===== src/rtl/ai_paddle_controller.sv =====
// AI paddle controller: follows the collision predictor's impact line after a
// reaction delay counted in frames, and drifts back to centre when idle.
//
// state    | meaning
// ---------+---------------------------------------------------------------
// CENTER   | no usable prediction (or disabled); paddle homes to centre
// REACT    | prediction latched, counting vsyncs before tracking starts
// TRACK    | stepping toward the latched target once per frame
module ai_paddle_controller #(
   parameter int SCREEN_H        = 480,
   parameter int PADDLE_H        = 64,
   parameter int STEP            = 4,
   parameter int DEAD_ZONE       = 2,
   parameter int REACTION_FRAMES = 3
) (
   input  logic       clock_in,
   input  logic       reset_in,
   input  logic       vsync_start_in,
   input  logic       enable_in,
   input  logic       predicted_valid_in,
   input  logic [9:0] predicted_y_in,
   output logic [9:0] paddle_y_out,
   output logic       paddle_move_up_out,
   output logic       paddle_move_down_out,
   output logic       tracking_out
);

   localparam int CENTRE_I = (SCREEN_H - PADDLE_H) / 2;
   localparam int MAX_I    = SCREEN_H - PADDLE_H;

   localparam logic [9:0]        CENTRE  = 10'(CENTRE_I);
   localparam logic [9:0]        MAX_Y   = 10'(MAX_I);
   localparam logic [9:0]        STEP_U  = 10'(STEP);
   localparam logic signed [10:0] HALF_S = 11'(PADDLE_H / 2);
   localparam logic signed [10:0] MAX_S  = 11'(MAX_I);
   localparam logic signed [10:0] STEP_S = 11'(STEP);
   localparam logic signed [10:0] DZ_S   = 11'(DEAD_ZONE);
   localparam logic [7:0]        RF      = 8'(REACTION_FRAMES);

   typedef enum logic [1:0] {
      ST_CENTER = 2'd0,
      ST_REACT  = 2'd1,
      ST_TRACK  = 2'd2
   } state_t;

   state_t      r_state;
   logic [7:0]  r_cnt;
   logic [9:0]  r_tgt;
   logic        r_valid_d;
   logic [9:0]  r_y;
   logic        r_up;
   logic        r_dn;
   logic        r_tracking;

   logic               w_rise;
   logic               w_drop;
   logic signed [10:0] w_t_raw;
   logic [9:0]         w_t_clamped;
   logic [9:0]         w_goal;
   logic signed [10:0] w_d;
   logic signed [10:0] w_abs;
   logic [9:0]         w_mag;
   logic               w_move_ok;
   logic [9:0]         w_next_y;
   logic [7:0]         w_cnt_inc;

   assign w_rise    = predicted_valid_in & ~r_valid_d;
   assign w_drop    = (r_state != ST_CENTER) & ~predicted_valid_in;
   assign w_cnt_inc = r_cnt + 8'd1;

   // Impact line converted to a paddle-top target, clamped onto the screen.
   always_comb begin
      w_t_raw     = $signed({1'b0, predicted_y_in}) - HALF_S;
      w_t_clamped = w_t_raw[9:0];
      if (w_t_raw < 11'sd0)
         w_t_clamped = 10'd0;
      else if (w_t_raw > MAX_S)
         w_t_clamped = MAX_Y;
   end

   // Goal for this frame; a valid drop homes to centre in the same cycle.
   always_comb begin
      w_goal = CENTRE;
      if (!w_drop) begin
         if (r_state == ST_TRACK)
            w_goal = r_tgt;
         else if (r_state == ST_REACT)
            w_goal = r_y;
      end
   end

   // One bounded step toward the goal; never overshoots so never leaves range.
   always_comb begin
      w_d       = $signed({1'b0, w_goal}) - $signed({1'b0, r_y});
      w_abs     = (w_d < 11'sd0) ? -w_d : w_d;
      w_move_ok = (w_abs > DZ_S);
      w_mag     = (w_abs > STEP_S) ? STEP_U : w_abs[9:0];
      w_next_y  = r_y;
      if (w_move_ok) begin
         if (w_d < 11'sd0)
            w_next_y = r_y - w_mag;
         else
            w_next_y = r_y + w_mag;
      end
   end

   // Controller FSM with registered paddle position, move flags and tracking.
   always_ff @(posedge clock_in) begin
      if (reset_in) begin
         r_state    <= ST_CENTER;
         r_cnt      <= 8'd0;
         r_tgt      <= CENTRE;
         r_valid_d  <= 1'b0;
         r_y        <= CENTRE;
         r_up       <= 1'b0;
         r_dn       <= 1'b0;
         r_tracking <= 1'b0;
      end else begin
         r_valid_d <= predicted_valid_in;
         if (!enable_in) begin
            r_state    <= ST_CENTER;
            r_tracking <= 1'b0;
            if (vsync_start_in) begin
               r_up <= 1'b0;
               r_dn <= 1'b0;
            end
         end else if (w_rise) begin
            // A fresh prediction always restarts the reaction delay; the
            // coincident vsync is swallowed.
            r_tgt <= w_t_clamped;
            r_cnt <= 8'd0;
            if (RF == 8'd0) begin
               r_state    <= ST_TRACK;
               r_tracking <= 1'b1;
            end else begin
               r_state    <= ST_REACT;
               r_tracking <= 1'b0;
            end
            if (vsync_start_in) begin
               r_up <= 1'b0;
               r_dn <= 1'b0;
            end
         end else if (w_drop) begin
            r_state    <= ST_CENTER;
            r_tracking <= 1'b0;
            if (vsync_start_in) begin
               r_y  <= w_next_y;
               r_up <= w_move_ok & (w_d < 11'sd0);
               r_dn <= w_move_ok & (w_d > 11'sd0);
            end
         end else begin
            case (r_state)
               ST_CENTER, ST_TRACK: begin
                  if (vsync_start_in) begin
                     r_y  <= w_next_y;
                     r_up <= w_move_ok & (w_d < 11'sd0);
                     r_dn <= w_move_ok & (w_d > 11'sd0);
                  end
               end
               ST_REACT: begin
                  if (vsync_start_in) begin
                     r_cnt <= w_cnt_inc;
                     r_up  <= 1'b0;
                     r_dn  <= 1'b0;
                     if (w_cnt_inc == RF) begin
                        r_state    <= ST_TRACK;
                        r_tracking <= 1'b1;
                     end
                  end
               end
               default: begin
                  r_state    <= ST_CENTER;
                  r_tracking <= 1'b0;
               end
            endcase
         end
      end
   end

   assign paddle_y_out         = r_y;
   assign paddle_move_up_out   = r_up;
   assign paddle_move_down_out = r_dn;
   assign tracking_out         = r_tracking;

endmodule


===== config.mk =====
export PLATFORM = sky130hd
export DESIGN_NAME = ai_paddle_controller
export DESIGN_NICKNAME = d
export VERILOG_FILES = /design/src/rtl/ai_paddle_controller.sv
export SDC_FILE = /design/constraint.sdc
export NUM_CORES = 1
export LEC_CHECK = 0
export CORE_ASPECT_RATIO = 1.4
export CORE_MARGIN = 2
export CORE_UTILIZATION = 50
export CTS_BUF_LIST = sky130_fd_sc_hd__clkbuf_4 sky130_fd_sc_hd__clkbuf_8
export DETAILED_ROUTE_END_ITERATION = 6
export GPL_ROUTABILITY_DRIVEN = 0
export GPL_TIMING_DRIVEN = 1
export PLACE_DENSITY = 0.72
export RECOVER_POWER = 50
export SLEW_MARGIN = 20
export SYNTH_ARGS = -nofsm -noshare
export SYNTH_HDL_FRONTEND = slang
export SYNTH_SLANG_ARGS = --single-unit

===== constraint.sdc =====
create_clock -name clock_in -period 9.7 [get_ports clock_in]
set_clock_uncertainty 0.2 [all_clocks]
set_input_delay 1.455 -clock clock_in [delete_from_list [all_inputs] [get_ports clock_in]]
set_output_delay 1.455 -clock clock_in [all_outputs]
set_load 0.005 [all_outputs]

==> run metrics, run 1 <==
status completed; starting density of the core 0.518; drt first pass iters 5; Via Count 2920; Hold WC Path Type flip-flop to flip-flop; Yosys Warn Count 0; Initial DRC Count 143; share of the synthesized area in the top cell type 0.216; critical path class primary input to flip-flop; Die Width 70.1 um; TritonCTS buffer count 5; top cells by area, synth dfxtp_1 22%, ha_1 10%, nor2_1 4.8%; crit path capture type flip-flop; r2r setup slk 2570 ps; # Post-CTS Setup Buffers 0; asr flop ratio synth 0; CTS H-Tree Depth 2; initial antenna violation count 0; dpl cells about 490; DP HPWL 5980 um; Yosys reg bits 33; routed len/inst 15.1 um; Clock Latency Late Sink about 280 ps; vias in the first global route ~2800; Crit-path slowest cell dlygate4sd3_1; Top cell by count, worst path a21o_1; most frequent cell after synthesis nor2_1; Post-Syn Area 0.00306 sq mm; achievable frequency 0.123 GHz; cell count after synthesis 404; Mapped Nets roughly 450; sequential area share after synthesis 0.216; slowest stage delay, CP 810 ps; DIE HEIGHT just under 100 um; row count 33; clk slew on worst S/H paths 70 ps; Hold Buf Count CTS 0; Antenna diodes 0; Layout Cells excl Fill approximately 490; max-cap violations 0; setup tns final 0 ps; DR vias/cell between 5 and 6; Post-synth top flop dfxtp_1; final worst path period need 8100 ps; maximum vdd drop 0.133 mV; CTS Root Cell clkbuf_8; detailed-route wire length 7460 um; PostCTS Resize Cnt 0; WP data required about 9700 ps; Cell variety after synth 61; Fillers 543; Buf/Inv on CP 3; Power per Cell Area 360 mW/mm^2; largest net degree at the start of global routing 30; Area growth syn-to-layout 12.7%; GRT Residual Overflow 0; die area 0.00677 sq mm; layout cells sized above 1 0.0567; CTS tree yes; crit start category primary input; Tot Pwr 1.24 mW; Global Route Usage Sum 0.233; Num Clock Sinks 33; Syn Area/Cell 7.58 sq um; list of most frequent post-synthesis cells 39 x nor2_1, 33 x dfxtp_1, 29 x a21oi_1, 29 x nand2_1, 26 x o21ai_0; Final Max Tran Viols 0; Final nets 464; first-pass GRT wire length about 13000 um; dominant cell type by area after synthesis dfxtp_1; Routed Antenna Nets 0; Slew @ Worst Pin 664 ps; fin util 0.584; dpl ws 1450 ps; core area between 0.005 and 0.006 sq mm; Post-route DRC 0; Slew HR 0.554; final hold viol count 0; Max FO, Critical Path 14; Setup violations, final 0; leakage power 1.44 nW; RSZ-0062 raised after global routing no; delay-heaviest family, CP compound AO/OA/AOI/OAI gates; worst setup margin roughly 1600 ps; EDFF count, synth 0; Clock Tree Buf Depth 2; IO Port Bufs 27; Crit path arrival time 8110 ps; # IOs 28; Final Cycle Share 0.835
worst paths after layout:
| kind | cells after the start | endpoint | startpoint |
|---|---|---|---|
| hold reg to reg | 2 | paddle_move_up_out | paddle_move_up_out |
| setup / recovery | 28 | paddle_y_out[9] | predicted_valid_in |
| hold / removal | 2 | paddle_move_up_out | paddle_move_up_out |
| setup reg to reg | 30 | paddle_y_out[9] | r_state[1] |
area by class of cell:
cell class	count	area, sq um	share of cell area
Clock buffer	7	83.8	0.0243
Clock inverter	1	7.51	0.00218
Inverter	25	93.8	0.0272
Multi-Input combinational cell	328	2230	0.647
Sequential cell	33	661	0.192
Tap cell	70	87.6	0.0254
Timing Repair Buffer	29	285	0.0827
worst min-delay path, stage by stage (launching register included):
cell     delay (ps)
dfxtp_1         310
nand2_1          50
a21oi_1          60
report_power, final:
| part | total (mW) | switching (mW) | internal (mW) |
|---|---|---|---|
| Combinational | 0.965 | 0.538 | 0.427 |
| Sequential | 0.172 | 0.0201 | 0.152 |
| Clock | 0.106 | 0.0497 | 0.0563 |
| Total | 1.24 | 0.608 | 0.635 |
placed cells by master (no fill, tap or decap), types with 3 or more instances in the layout:
cell,n
clkbuf_8,5
dfxtp_1,33
a21oi_1,29
a22oi_1,10
dlygate4sd3_1,14
nor2_1,39
nand3b_1,3
xnor2_1,13
a31oi_1,8
a21o_1,15
inv_1,25
nor3_1,11
nor2b_1,16
a211oi_1,3
and3_1,7
o22ai_1,4
xor2_1,10
clkdlybuf4s50_1,13
o211ai_1,6
ha_1,25
a211o_1,3
nand2_1,29
nand2b_1,12
nand3_1,8
o21ai_0,26
mux2i_1,5
sequential cells by signal, summed over array words and instances, names as in the netlist:
register	count
paddle_move_down_out	1
paddle_move_up_out	1
paddle_y_out	10
r_cnt	8
r_state	2
r_tgt	10
r_valid_d	1
through the flow:
step	cell area, sq um	hold slack [ps]
floorplan	3060	239
global placement	3360	248
global route	3450	291
CTS	3450	265
finish	3450	261
detailed placement	3360	254
logic make-up (layout without fill, tap and decap cells):
| group | Yosys count | in the layout | share of synthesized area |
|---|---|---|---|
| xor gates and xnor gates | 24 | 24 | 0.0711 |
| adders and majority gates | 27 | 27 | 0.115 |
| DFF | 33 | 33 | 0.216 |
| AOI/OAI and AO/OA | 132 | 132 | 0.294 |
| buffers and inverters | 43 | 62 | 0.0556 |
| and+or+nand+nor | 139 | 139 | 0.228 |
| muxes | 6 | 6 | 0.0200 |
per-layer routing:
| metal | GRT usage | share of wire |
|---|---|---|
| met3 | 0.0187 | 0.030 |
| met1 | 0.274 | 0.42 |
| met5 | 0 | 0 |
| met4 | 0.104 | 0.035 |
| met2 | 0.433 | 0.52 |
Power figures use the tool's default switching activity.
==> run 2, diff against run 1 <==
- clock period: 9.7 -> 7.6 ns (I/O delays scaled with it)
==> run 2 against run 1 <==
Against the previous run: worst setup slack lost 1200 ps; register-to-register slack lost 1800 ps; clock power grew 26%; non-clock buffer count grew 6; utilization grew 0.76 points; power grew 31%.
==> run metrics, run 2 (synthesis gave the netlist of run 1 again) <==
status completed; Die Width 70.1 um (unchanged); # IOs 28 (unchanged); vias in the first global route 2863 (+1.7%); Final Cycle Share 0.949; Hold WC Path Type flip-flop to flip-flop; Post-route DRC 0 (unchanged); Hold WS 258 ps (-2.93 ps); row count 33 (unchanged); CTS Root Cell clkbuf_8; Via Count 2963 (+1.5%); Slew @ Worst Pin 1330 ps (+668 ps); Layout Cells excl Fill 498 (+1.0%); most common cell after layout, fill and taps aside nor2_1; final worst path period need 7210 ps; Antenna diodes 0 (unchanged); fin util 0.592 (+0.00763); r2r setup slk 810 ps (-1760 ps); TritonCTS buffer count 5 (unchanged); crit path capture type flip-flop; max-cap violations 0 (unchanged); die area 0.00677 sq mm (unchanged); DR vias/cell 5.95 (+0.45%); largest net degree at the start of global routing 30 (unchanged); crit start category primary input; setup tns final 0 ps (unchanged); critical path class primary input to flip-flop; GRT Residual Overflow 0 (unchanged); DIE HEIGHT 96.6 um (unchanged); maximum vdd drop 0.210 mV (+59%); layout cells sized above 1 0.0678 (+0.0110); leakage power 1.47 nW (+2.1%); starting density of the core 0.518 (unchanged); RSZ-0062 raised after global routing no; Crit path arrival time 7200 ps (-910 ps); dpl cells 491 (+1.2%); clk slew on worst S/H paths 60 ps (about the same); core area 0.00590 sq mm (unchanged); Area growth syn-to-layout 14.1%; Power per Cell Area 466 mW/mm^2 (+29%); Initial DRC Count 126 (-12%); CTS H-Tree Depth 2 (unchanged); initial antenna violation count 0 (unchanged); Setup violations, final 0 (unchanged); Num Clock Sinks 33 (unchanged); detailed-route wire length 7670 um (+2.9%); achievable frequency approximately 0.14 GHz; first-pass GRT wire length 12900 um (+0.43%); Final nets 470 (+1.3%); Routed Antenna Nets 0 (unchanged); WP data required 7590 ps (-2120 ps); drt first pass iters 4 (-1); Final Max Tran Viols 0 (unchanged); dpl ws 133 ps (-1320 ps); IO Port Bufs 27 (unchanged); # Post-CTS Setup Buffers 0 (unchanged); Clock Tree Buf Depth 2 (unchanged); final hold viol count 0 (unchanged); DP HPWL 5930 um (-0.86%); most frequent cells in the layout 39 x nor2_1, 33 x dfxtp_1, 29 x nand2_1, 29 x a21oi_1, 26 x o21ai_0; Max FO, Critical Path 8 (-6); Clock Latency Late Sink 280 ps (about the same); Tot Pwr 1.63 mW (+31%); fin area 0.00349 sq mm (+1.3%); CTS tree yes; worst setup margin 390 ps (-1210 ps); Global Route Usage Sum 0.233 (about the same); Slew HR 0.112 (-0.442); routed len/inst 15.4 um (+1.8%); DP Area 0.00340 sq mm (+1.3%)
## run 2: cell count changes in the layout (fill, tap and decap cells not counted)
cell / delta
clkbuf_1: +1
o31ai_1: -1
clkbuf_4: -1
clkbuf_8: +1
buf_4: +5
clkinvlp_4: -1
o31ai_2: +1
## run 2: per-layer routing
layer  part of all wire  global-route usage
met5                  0                   0
met4              0.021              0.0865
met1               0.43               0.266
met2               0.53               0.452
met3              0.022              0.0187
## run 2: layout make-up
type                    instances  area, sq um
fillers                       563         2410
repair buffers                 35          327
multi-input cells             328         2230
well taps                      70         87.6
clock buffers                   7         90.1
flip-flops and latches         33          661
inverters                      25         93.8
## run 2: report_power, final
part	switching, mW	total [mW]	leakage (nW)	internal [mW]
clock network	0.0589	0.134	0.0477	0.0753
registers	0.0246	0.219	0.269	0.194
logic	0.710	1.27	1.15	0.564
## run 2: worst paths after layout
kind | end | cells past startpoint | start
min reg2reg | paddle_move_up_out | 2 | paddle_move_up_out
min | paddle_move_up_out | 2 | paddle_move_up_out
max | paddle_y_out[9] | 28 | predicted_valid_in
max reg2reg | paddle_y_out[9] | 31 | r_state[1]
## run 2: worst max-delay path: stages
cell	delay, ps
clkdlybuf4s50_1	530
buf_4	220
nor2b_1	130
ha_1	440
o221ai_1	200
a2111oi_0	520
a211oi_1	160
or4_1	540
nand2_1	80
a32oi_2	140
nor3_4	230
a21o_1	180
nand2b_1	80
ha_1	270
a22o_1	240
inv_1	70
ha_1	220
nor2b_1	130
o21ai_0	140
nand2b_1	110
a21o_1	180
a21o_1	190
a21o_1	180
a21oi_1	220
o21ai_0	180
xnor2_2	170
a21o_1	180
a21oi_1	110
## run 2: repair_timing
item,4_1_cts,5_1_grt
hold buffers,0,0
gates resized for setup,0,1
endpoints found under the setup margin,0,1
==> RTL edit 1 (config.mk and constraints of run 2) <==
The 3 states of `state_t` get a one-hot encoding in 3 bits.
--- a/src/rtl/ai_paddle_controller.sv
+++ b/src/rtl/ai_paddle_controller.sv
@@ -39,6 +39,6 @@
 
-   typedef enum logic [1:0] {
-      ST_CENTER = 2'd0,
-      ST_REACT  = 2'd1,
-      ST_TRACK  = 2'd2
+   typedef enum logic [2:0] {
+      ST_CENTER = 3'b001,
+      ST_REACT  = 3'b010,
+      ST_TRACK  = 3'b100
    } state_t;
Check against the original RTL: no difference found for any inputs over 4 cycles, from zero or initial values and one cycle with reset_in high; so few cycles prove little.
==> RTL edit 1 against run 2 <==
Count of clock-buffer cells in the layout is 1 lower; sequential cell count up 1; area after synthesis down 1.1%; setup slack better by 340 ps; non-clock buffer count increased by 3; final area up 1.8%; wire length is 2.2% higher; die area shrank 1.0%; total power grew 1.3%; synthesized cell count increased by 1.5%; critical path type unchanged; critical endpoint unchanged.
==> RTL edit 1: results (changes against run 2) <==
| Metric | Value |
|---|---|
| Syn_nets | 452 (+1.3%) |
| Vias/cell | 5.88 (-1.2%) |
| Placed insts | 502 (+2.2%) |
| Synth async-reset ratio | 0% (unchanged) |
| Peak supply drop | 0.193 mV (-8.2%) |
| Worst skew pair latency | between 200 and 300 ps |
| Ys flop type | dfxtp_1 |
| Nets@finish | 482 (+2.6%) |
| Seq/Total Area, Yosys | 22.5% (+0.89 points) |
| Largest stage delay, worst path | 430 ps (-110 ps) |
| All-Layer GR Usage | 24.0% (+0.74 points) |
| Yosys cell types | 61 (unchanged) |
| IO Port Bufs | 27 (unchanged) |
| Routed len/inst | 15.4 um (-0.36%) |
| N_diodes | 0 (unchanged) |
| YS warnings | 0 (unchanged) |
| Layout cells sized above 1 | 9.52% (+2.7 points) |
| Hpwl dp | 6.10 mm (+2.8%) |
| CTS H-Tree Depth | 2 (unchanged) |
| Fillers | 546 (-3.0%) |
| Slowest-stage cell, CP | or4_4 |
| Post-synthesis cell count | 410 (+1.5%) |
| DRT iter0 DRCs | 106 (-16%) |
| Initial DRT Pass Iterations | 4 (unchanged) |
| Status | complete, no violations |
| Measured slew at the worst slew-check pin | 1290 ps (-40.9 ps) |
| DR vias | 3005 (+1.4%) |
| TritonCTS Buffers | 5 (unchanged) |
| Top cells by area, synth | dfxtp_1, ha_1, nor2_1, a21oi_1, o21ai_0 |
| Deepest clock path buffer count | 2 (unchanged) |
| Pin count of the biggest net entering global routing | 30 (unchanged) |
| CTS Root Cell | clkbuf_8 |
| Static Leak | 1.47 nW (+0.32%) |
| Clock transition at path regs | 80 ps (+20 ps) |
| Initial antenna violation count | 0 (unchanged) |
| Vias in the first global route | 2904 (+1.4%) |
| Int Pwr | 0.851 mW (+2.1%) |
| Crit Path Max Fanout | 7 (-1) |
| Most frequent cells after synthesis | nor2_1, a21oi_1, dfxtp_1, nand2_1, o21ai_0 |
| Worst Hold Class | reg2reg |
| First-pass GRT wire length | 13.0 mm (+0.86%) |
| Worst EP arrival | 6850 ps (-350 ps) |
[RTL edit 1: logic make-up (layout without fill, tap and decap cells)]
family,after synthesis,count (layout),share of synthesized area [%]
and+or+nand+nor,170,170,27.7
buffers and inverters,36,67,4.83
DFF,34,34,22.5
adders and majority gates,27,27,11.7
xor gates and xnor gates,18,18,5.21
AOI/OAI and AO/OA,119,119,26.1
muxes,6,6,2.07
[RTL edit 1: routing by layer]
layer,global-route usage (%),wire [um]
met3,2.20,146
met4,14.3,289
met2,44.0,4050
met1,27.1,3360
met5,0,0
[RTL edit 1: power groups by stage]
stage	logic (mW)	registers, mW	clock network, mW
CTS	1.21	0.223	0.145
floorplan	0.920	0.220	0
detailed placement	1.20	0.228	0
global route	1.42	0.227	0.152
global placement	1.19	0.227	0
finish	1.28	0.223	0.142
[RTL edit 1: critical path: cells and delay by family]
family,cells,cell delay (ps)
AOI/OAI and AO/OA,9,1540
xor gates and xnor gates,3,590
muxes,2,560
and+or+nand+nor,11,1540
adders and majority gates,4,1150
buffers and inverters,2,330
[RTL edit 1: layout make-up]
class	count	area [um2]	area share (%)
multi-input combinational	340	2270	63.9
tap	70	87.6	2.46
clock inverter	2	12.5	0.352
clock buffer	6	82.6	2.32
sequential	34	681	19.1
inverter	21	78.8	2.22
timing repair buffer	38	340	9.57
[RTL edit 1: repair_timing]
action                     CTS  global route
setup buffers                0             1
gates resized for setup      0            18
setup endpoints to repair    0             1
[RTL edit 1: final timing paths]
path / from / to / slack, ps / cells after the start
max: predicted_valid_in / paddle_y_out[9] / 730 / 31
max reg2reg: r_state[2] / paddle_y_out[9] / 1020 / 30
min reg2reg: paddle_move_up_out / paddle_move_up_out / 250 / 2
min: paddle_move_up_out / paddle_move_up_out / 250 / 2
[RTL edit 1: per-stage QoR]
step	setup WS, ps	hold slack, ps	instance area (um2)	utilization (%)	total power, mW
after floorplan	829	240	3030	-	1.14
after global routing	274	279	3560	60.7	1.80
after global placement	109	246	3390	57.9	1.41
final	732	252	3560	60.7	1.65
after detailed placement	24.9	247	3390	57.9	1.43
after CTS	309	258	3490	59.5	1.58
==> RTL edit 2 (config.mk and constraints of run 2) <==
Made on the original files. `PADDLE_H`: 64 -> 48.
--- a/src/rtl/ai_paddle_controller.sv
+++ b/src/rtl/ai_paddle_controller.sv
@@ -10,3 +10,3 @@
    parameter int SCREEN_H        = 480,
-   parameter int PADDLE_H        = 64,
+   parameter int PADDLE_H        = 48,
    parameter int STEP            = 4,
Formal check against the unedited RTL: not equivalent (Yosys sat finds a counterexample within 4 cycles, from zero or initial values and one cycle with reset_in high).
==> RTL edit 2 against run 2 <==
Area after synthesis is 1.6% lower; global-route usage is 0.41 points higher; largest power group unchanged; sequential cell count stayed put; wire length up 2.3%; total power down 4.8%; register-to-register slack got worse by 250 ps; sequential share of layout area shrank 1.3 points; setup slack improved by 100 ps; final area grew 7.4%; synthesized cell count fell by 4.2%; maximum frequency up 1.4%; core utilization increased by 5.3 points.
==> RTL edit 2: results (changes against run 2) <==
| Metric | Value |
|---|---|
| Status | complete, no violations |
| Logic gate share of total power | 77.3% (-1.0 points) |
| Worst R2R Setup Slack | 560 ps (-250 ps) |
| All-Layer GR Usage | 23.7% (+0.41 points) |
| Clock transition at path regs | 70 ps |
| Met1 Wirelength | 3.09 mm (-6.4%) |
| Synth Area in Compound Gates | 27.3% (-2.0 points) |
| Placed insts | 515 (+4.9%) |
| Syn_nets | 428 (-4.0%) |
| Hold Crit Depth | 2 (unchanged) |
| Total Wirelength | 7.85 mm (+2.3%) |
| Layout cells sized above 1 | 16.6% (+9.8 points) |
| WL met2 | 4.33 mm (+7.2%) |
| GR Layer Usage met1 | 24.6% (-1.9 points) |
| Peak supply drop | 0.186 mV (-11%) |
| Multiplexer share of the synthesized area | 2.41% (+0.41 points) |
| Deepest clock path buffer count | 2 (unchanged) |
| Post-Syn Area per Cell | 7.78 um2 (+2.7%) |
| TritonCTS Buffers | 5 (unchanged) |
| Yosys cell types | 67 (+9.8%) |
| WL met3 | 164 um (-3.5%) |
| YS warnings | 0 (unchanged) |
| R2R depth | 30 (-3.2%) |
| Initial DRT Pass Iterations | 5 (+1) |
| DR vias | 3108 (+4.9%) |
| Placement Cell Area | 3640 um2 (+7.0%) |
| Reg2reg start | r_state[1] |
| Cell area power density | 413 nW/um2 (-11%) |
| Post-Synth Adder-Cell Area | 11.3% (-0.22 points) |
| Worst slack, placed | -436 ps (-570 ps) |
| Top cells by area, synth | dfxtp_1, ha_1, a21oi_1, nor2_1, nand2_1 |
| GRT met2 Usage | 47.0% (+1.8 points) |
| Worst Hold Endpoint | paddle_move_down_out |
| Nets@finish | 494 (+5.1%) |
| Hpwl dp | 6.27 mm (+5.7%) |
| HP Start | paddle_move_down_out |
| Sw Pwr | 0.688 mW (-13%) |
| Pin count of the biggest net entering global routing | 35 (+17%) |
| M3 GR Usage | 2.72% (+0.86 points) |
| First-pass GRT wire length | 12.9 mm (-0.26%) |
| IO Port Bufs | 27 (unchanged) |
| Static Leak | 1.54 nW (+5.1%) |
| Worst skew pair latency | 280 ps (about the same) |
| Hold WS | 260 ps (+1.77 ps) |
| Crit share post-route | 93.5% (-1.3 points) |
| Seq/Total Area, Yosys | 21.9% (+0.36 points) |
| Worst EP arrival | 7080 ps (-120 ps) |
| Synth async-reset ratio | 0% (unchanged) |
| CTS H-Tree Depth | 2 (unchanged) |
| Vias in the first global route | 2966 (+3.6%) |
| Relative slew slack | 4.07% (-7.1 points) |
| Most frequent cells after synthesis | nor2_1, dfxtp_1, nand2_1, a21oi_1, ha_1 |
| Power Sequential | 0.214 mW (-2%) |
| Largest stage delay, worst path | 450 ps (-90 ps) |
| CP endpoint | paddle_y_out[9] |
| DRT iter0 DRCs | 106 (-16%) |
| Post-synthesis xor/xnor area fraction | 6.61% (-0.51 points) |
| Slowest-stage cell, CP | o41a_1 |
| Routed len/inst | 15.0 um (-2.6%) |
| Fillers | 519 (-7.8%) |
-- RTL edit 2: cell types whose count changed after synthesis, sizes merged, moves of 4 or more --
cell and change:
nand4 +4, inv -7, nor3b +4, clkbuf -7, nand2 +4, o21ai -5
a21o -9
-- RTL edit 2: final cells by class --
type | instances | area (um2) | share of cell area, %
multi-input combinational | 323 | 2250 | 59.9
sequential | 33 | 661 | 17.6
timing repair buffer | 72 | 599 | 16.0
clock buffer | 7 | 90.1 | 2.40
tap | 70 | 87.6 | 2.33
inverter | 18 | 67.6 | 1.80
-- RTL edit 2: what timing repair did --
action,CTS,global route
gates resized for setup,3,5
endpoints found under the hold margin,0,0
setup endpoints to repair,1,1
gates cloned,0,0
buffers inserted,0,1
pin swaps,0,1
-- RTL edit 2: worst max-delay path, delay by kind of cell --
kind | cells | cell delay [ps]
AOI/OAI and AO/OA | 8 | 2030
xor gates and xnor gates | 1 | 150
adders and majority gates | 4 | 1130
buffers and inverters | 2 | 230
muxes | 2 | 440
and+or+nand+nor | 11 | 1950
